[config.mk]
export PLATFORM = sky130hd
export DESIGN_NAME = grf_write_port
export DESIGN_NICKNAME = d
export VERILOG_FILES = /design/src/rtl/mips_pkg.sv /design/src/rtl/grf_read_port.sv /design/src/rtl/grf_write_port.sv
export SDC_FILE = /design/constraint.sdc
export NUM_CORES = 2
export LEC_CHECK = 0
export BUFFER_PORTS_ARGS = -buffer_cell sky130_fd_sc_hd__buf_2
export CAP_MARGIN = 0
export CORE_MARGIN = 3
export CORE_UTILIZATION = 50
export CTS_BUF_LIST = sky130_fd_sc_hd__clkbuf_16
export CTS_CLUSTER_DIAMETER = 100
export DETAILED_ROUTE_END_ITERATION = 8
export GPL_TIMING_DRIVEN = 0
export HOLD_SLACK_MARGIN = 0.12
export PLACE_DENSITY = 0.63
export RECOVER_POWER = 25
export SYNTH_ARGS = -nofsm -noshare
export SYNTH_HDL_FRONTEND = slang
export SYNTH_HIERARCHICAL = 1
export SYNTH_SLANG_ARGS = --single-unit
[constraint.sdc]
create_clock -name clk -period 87.5 [get_ports clk]
set_input_delay 8.75 -clock clk [delete_from_list [all_inputs] [get_ports clk]]
set_output_delay 8.75 -clock clk [all_outputs]
set_load 0.05 [all_outputs]
[src/rtl/mips_pkg.sv]
// Shared MIPS datapath constants and types: default widths, the fixed register
// numbers the destination mux selects from, and word/address typedefs.
package mips_pkg;

    localparam int DATA_W_DFLT = 32;
    localparam int ADDR_W_DFLT = 5;

    localparam logic [4:0] REG_ZERO = 5'd0;
    localparam logic [4:0] REG_RA   = 5'd31;

    typedef logic [4:0]  reg_addr_t;
    typedef logic [31:0] word_t;

endpackage

[src/rtl/grf_read_port.sv]
// One combinational register-file read port: register-0 masking and, when
// GRF_BYPASS_EN is defined, write-through of the in-flight write-back data.
module grf_read_port
    import mips_pkg::*;
#(
    parameter int DATA_W = DATA_W_DFLT,
    parameter int ADDR_W = ADDR_W_DFLT,
    parameter int NREGS  = 2 ** ADDR_W
) (
    input  logic [NREGS-1:0][DATA_W-1:0] regs_i,
    input  logic [ADDR_W-1:0]            raddr_i,
    input  logic                         wr_commit_i,
    input  logic [ADDR_W-1:0]            waddr_i,
    input  logic [DATA_W-1:0]            wdata_i,
    output logic [DATA_W-1:0]            rdata_o
);

    logic rd_zero;
    assign rd_zero = (raddr_i == ADDR_W'(REG_ZERO));

`ifdef GRF_BYPASS_EN
    logic hit;
    // wr_commit_i already excludes waddr==0 and reset, so a hit is always a real write
    assign hit = wr_commit_i && (waddr_i == raddr_i);

    always_comb begin
        rdata_o = regs_i[raddr_i];
        if (rd_zero)  rdata_o = '0;
        else if (hit) rdata_o = wdata_i;
    end
`else
    logic unused_bypass;
    assign unused_bypass = ^{wr_commit_i, waddr_i, wdata_i};

    always_comb begin
        rdata_o = regs_i[raddr_i];
        if (rd_zero) rdata_o = '0;
    end
`endif

endmodule

[src/rtl/grf_write_port.sv]
// MIPS general register file: 2**ADDR_W x DATA_W storage, one write port, two
// combinational read ports, saturating committed-write counter. Macro: GRF_BYPASS_EN.
module grf_write_port
    import mips_pkg::*;
#(
    parameter int DATA_W = DATA_W_DFLT,
    parameter int ADDR_W = ADDR_W_DFLT,
    parameter int CNT_W  = 16
) (
    input  logic              clk,
    input  logic              reset,
    input  logic              we,
    input  logic [ADDR_W-1:0] waddr,
    input  logic [DATA_W-1:0] wdata,
    input  logic [ADDR_W-1:0] raddr1,
    input  logic [ADDR_W-1:0] raddr2,
    output logic [DATA_W-1:0] rdata1,
    output logic [DATA_W-1:0] rdata2,
    output logic [CNT_W-1:0]  wr_count
);

    localparam int NREGS = 2 ** ADDR_W;

    logic [NREGS-1:0][DATA_W-1:0] regs_q, regs_d;
    logic [CNT_W-1:0]             cnt_q, cnt_d;
    logic                         wr_commit;

    // Gating with reset also keeps the bypass path quiet while reset is held
    assign wr_commit = we && (waddr != ADDR_W'(REG_ZERO)) && !reset;

    always_comb begin
        regs_d = regs_q;
        if (wr_commit) regs_d[waddr] = wdata;
    end

    always_comb begin
        cnt_d = cnt_q;
        if (wr_commit && (cnt_q != {CNT_W{1'b1}})) cnt_d = cnt_q + 1'b1;
    end

    always_ff @(posedge clk or posedge reset) begin
        if (reset) begin
            regs_q <= '0;
            cnt_q  <= '0;
        end else begin
            regs_q <= regs_d;
            cnt_q  <= cnt_d;
        end
    end

    assign wr_count = cnt_q;

    grf_read_port #(.DATA_W(DATA_W), .ADDR_W(ADDR_W), .NREGS(NREGS)) u_rd1 (
        .regs_i      (regs_q),
        .raddr_i     (raddr1),
        .wr_commit_i (wr_commit),
        .waddr_i     (waddr),
        .wdata_i     (wdata),
        .rdata_o     (rdata1)
    );

    grf_read_port #(.DATA_W(DATA_W), .ADDR_W(ADDR_W), .NREGS(NREGS)) u_rd2 (
        .regs_i      (regs_q),
        .raddr_i     (raddr2),
        .wr_commit_i (wr_commit),
        .waddr_i     (waddr),
        .wdata_i     (wdata),
        .rdata_o     (rdata2)
    );

endmodule
==> summary.md <==
| Metric | Value |
|---|---|
| Status | finished, violations left |
| Failing checks | max-capacitance violations, max-slew violations |
| Nets | 3990 |
| Synth warn | 6 |
| Setup crit end kind | output pin |
| CTS Buf Count | between 100 and 150 |
| Vias in the first global route | approximately 38000 |
| R2R Setup Slk | ~85000 ps |
| Reg-to-reg critical path endpoint | wr_count[14] |
| Via count | about 38000 |
| Post-Syn Instances | roughly 3700 |
| VDD IR max | 0.0168 mV |
| HPWL after detailed placement | around 140000 um |
| Reg2Reg Depth | 5 |
| CTS Root Cell | clkbuf_16 |
| Total global-route track usage | 0.359 |
| Post-CTS sizing | 0 |
| Placed cell areas | ~58000 um2 |
| Total negative slack | 0 ps |
| Nature of the critical path startpoint | primary input |
| First-pass GRT wire length | 292000 um |
| Fmax | roughly 47 MHz |
| Power Density | about 21 nW/um2 |
| Final instance area | ~62000 um2 |
| Antenna Nets Post-Route | 0 |
| Post-CTS Hold Buffers | 0 |
| Worst EP arrival | between 10000 and 15000 ps |
| Largest net degree at the start of global routing | between 100 and 150 |
| Drt first pass iters | 6 |
| Via density | between 6 and 7 |
| RePlAce Congestion | 0.930 |
| I/O pin total | between 100 and 150 |
| Die area | around 120000 um2 |
| CTS tree | done |
| Clock Path Buffers | 3 |
| Syn Area/Cell | 15.1 um2 |
| Iter 0 DRT Violations | about 4500 |
| Worst Setup SP | raddr2[0] |
| Grt ovf | 0 |
| Synth Cell Area | between 50000 and 60000 um2 |
| WS Path Type | primary input to output pin |
| # port buffers | 119 |
| Net Count, Synth | approximately 3700 |
| Least-Margin Pin Slew | about 6100 ps |
| Slew Limit Fails | between 500 and 600 |
| Hold WC Path Type | flip-flop to flip-flop |
| Post-route DRC violation count | 0 |
| Slew HR | -3.06 |
| Die height | between 300 and 400 um |
| Post-CTS Setup Inserts | 0 |
| Die width | approximately 340 um |
| Core Rows | approximately 120 |
| Initial Util | 0.507 |
| Fill count | around 9000 |
| Clock Skews | approximately 4.2 ps |
| Worst-skew pair later-pin latency | approximately 700 ps |
| Clock slew at reported path FFs | around 60 ps |
| Hold path cells | 1 |
| Critical R2R Launch | wr_count[0] |
| Max cap viols | 6 |
| Layout cell share with drive strength beyond 1 | 0.483 |
| Fin. Hold Viols | 0 |
| Critical Path RT | 78750 ps |
| P&R area growth vs syn | 11.6% |
| Initial antenna violation count | 8 |
| Endpoint, Worst Hold | regs_q[25] |
| Core area | around 110000 um2 |
| RSZ-0062 raised after global routing | false |
| Routed WL | slightly above 200000 um |
| Clock sink count | ~1000 |
| # setup viols final | 0 |
| DR WL/cell | about 38 um |
| Final Cycle Share | 0.244 |
| Leak pwr | 0.0279 uW |
| Period minus WS final | 21330 ps |
| CTS H-tree depth | 3 |
| HP Start | regs_q[25] |
| Worst Path Max Fanout | 10 |
[sequential cells by signal, summed over array words and instances, names as in the netlist]
signal and flops:
regs_q 1024, wr_count 16
[per-stage QoR]
step                setup slack [ps]  hold WS, ps  power, uW   util  cells
global placement               36960          454        834  0.530   5283
detailed placement             66430          465        841  0.533   5296
finish                         66170          474       1330  0.566   5512
floorplan                      49480          441        765      -   3688
global route                   65550          489       1380  0.566   5508
CTS                            66420          481       1330  0.567   5508
[critical path, stage by stage]
cell and delay, ps:
buf_4 190, inv_2 70, buf_4 290, buf_4 370, clkbuf_1 950, o21ai_0 380, a311oi_1 1100, buf_2 430
[worst max-delay path by stage]
stage	slack [ps]	to	depth (start not counted)
detailed placement	66430	rdata1[30]	8
global route	65550	regs_q[706]	4
CTS	66420	rdata1[30]	8
global placement	36960	regs_q[108]	2
floorplan	49480	regs_q[0]	1
finish	66170	rdata2[31]	8
[layout make-up]
| cell class | count | area, um2 | area share |
|---|---|---|---|
| Tap cell | 1476 | 1850 | 0.0298 |
| Timing Repair Buffer | 132 | 806 | 0.0130 |
| Clock inverter | 93 | 820 | 0.0132 |
| Multi-Input combinational cell | 2216 | 27200 | 0.438 |
| Antenna cell | 4 | 10.0 | 0.000161 |
| Clock buffer | 119 | 2980 | 0.0480 |
| Sequential cell | 1040 | 26000 | 0.419 |
| Buffer | 429 | 2370 | 0.0381 |
| Inverter | 3 | 12.5 | 0.000202 |
[power breakdown]
part | leakage (uW) | total, uW | internal [uW] | switching [uW]
sequential | 0.0138 | 591 | 544 | 46.7
clock | 0.00197 | 495 | 288 | 207
combinational | 0.0121 | 248 | 121 | 127
[layer usage]
metal	share of wire	track usage	wire length, um
met2	0.44	0.527	90400
met5	0.00015	0	30
met3	0.12	0.120	24000
met1	0.39	0.483	80600
met4	0.057	0.169	11800
[cells in the final DEF, fill, tap and decap left out, drive strengths merged, types with 3 or more instances in the layout]
cell,count
nor2,24
mux2,1058
nor3,8
xor2,11
mux4,448
a211oi,64
nand3,7
nand2,50
bufinv,15
buf,364
nor2b,68
inv,31
xnor2,3
dfrtp,1040
nand4,7
a221oi,48
clkbuf,316
mux2i,128
a22oi,64
o21ai,113
nor3b,6
a311oi,64
nand3b,5
o2111ai,17
nand2b,4
nor4,4
clkinv,47
and4,3
diode,4
clkinvlp,3
No activity file was read; power rests on OpenSTA's default activity.
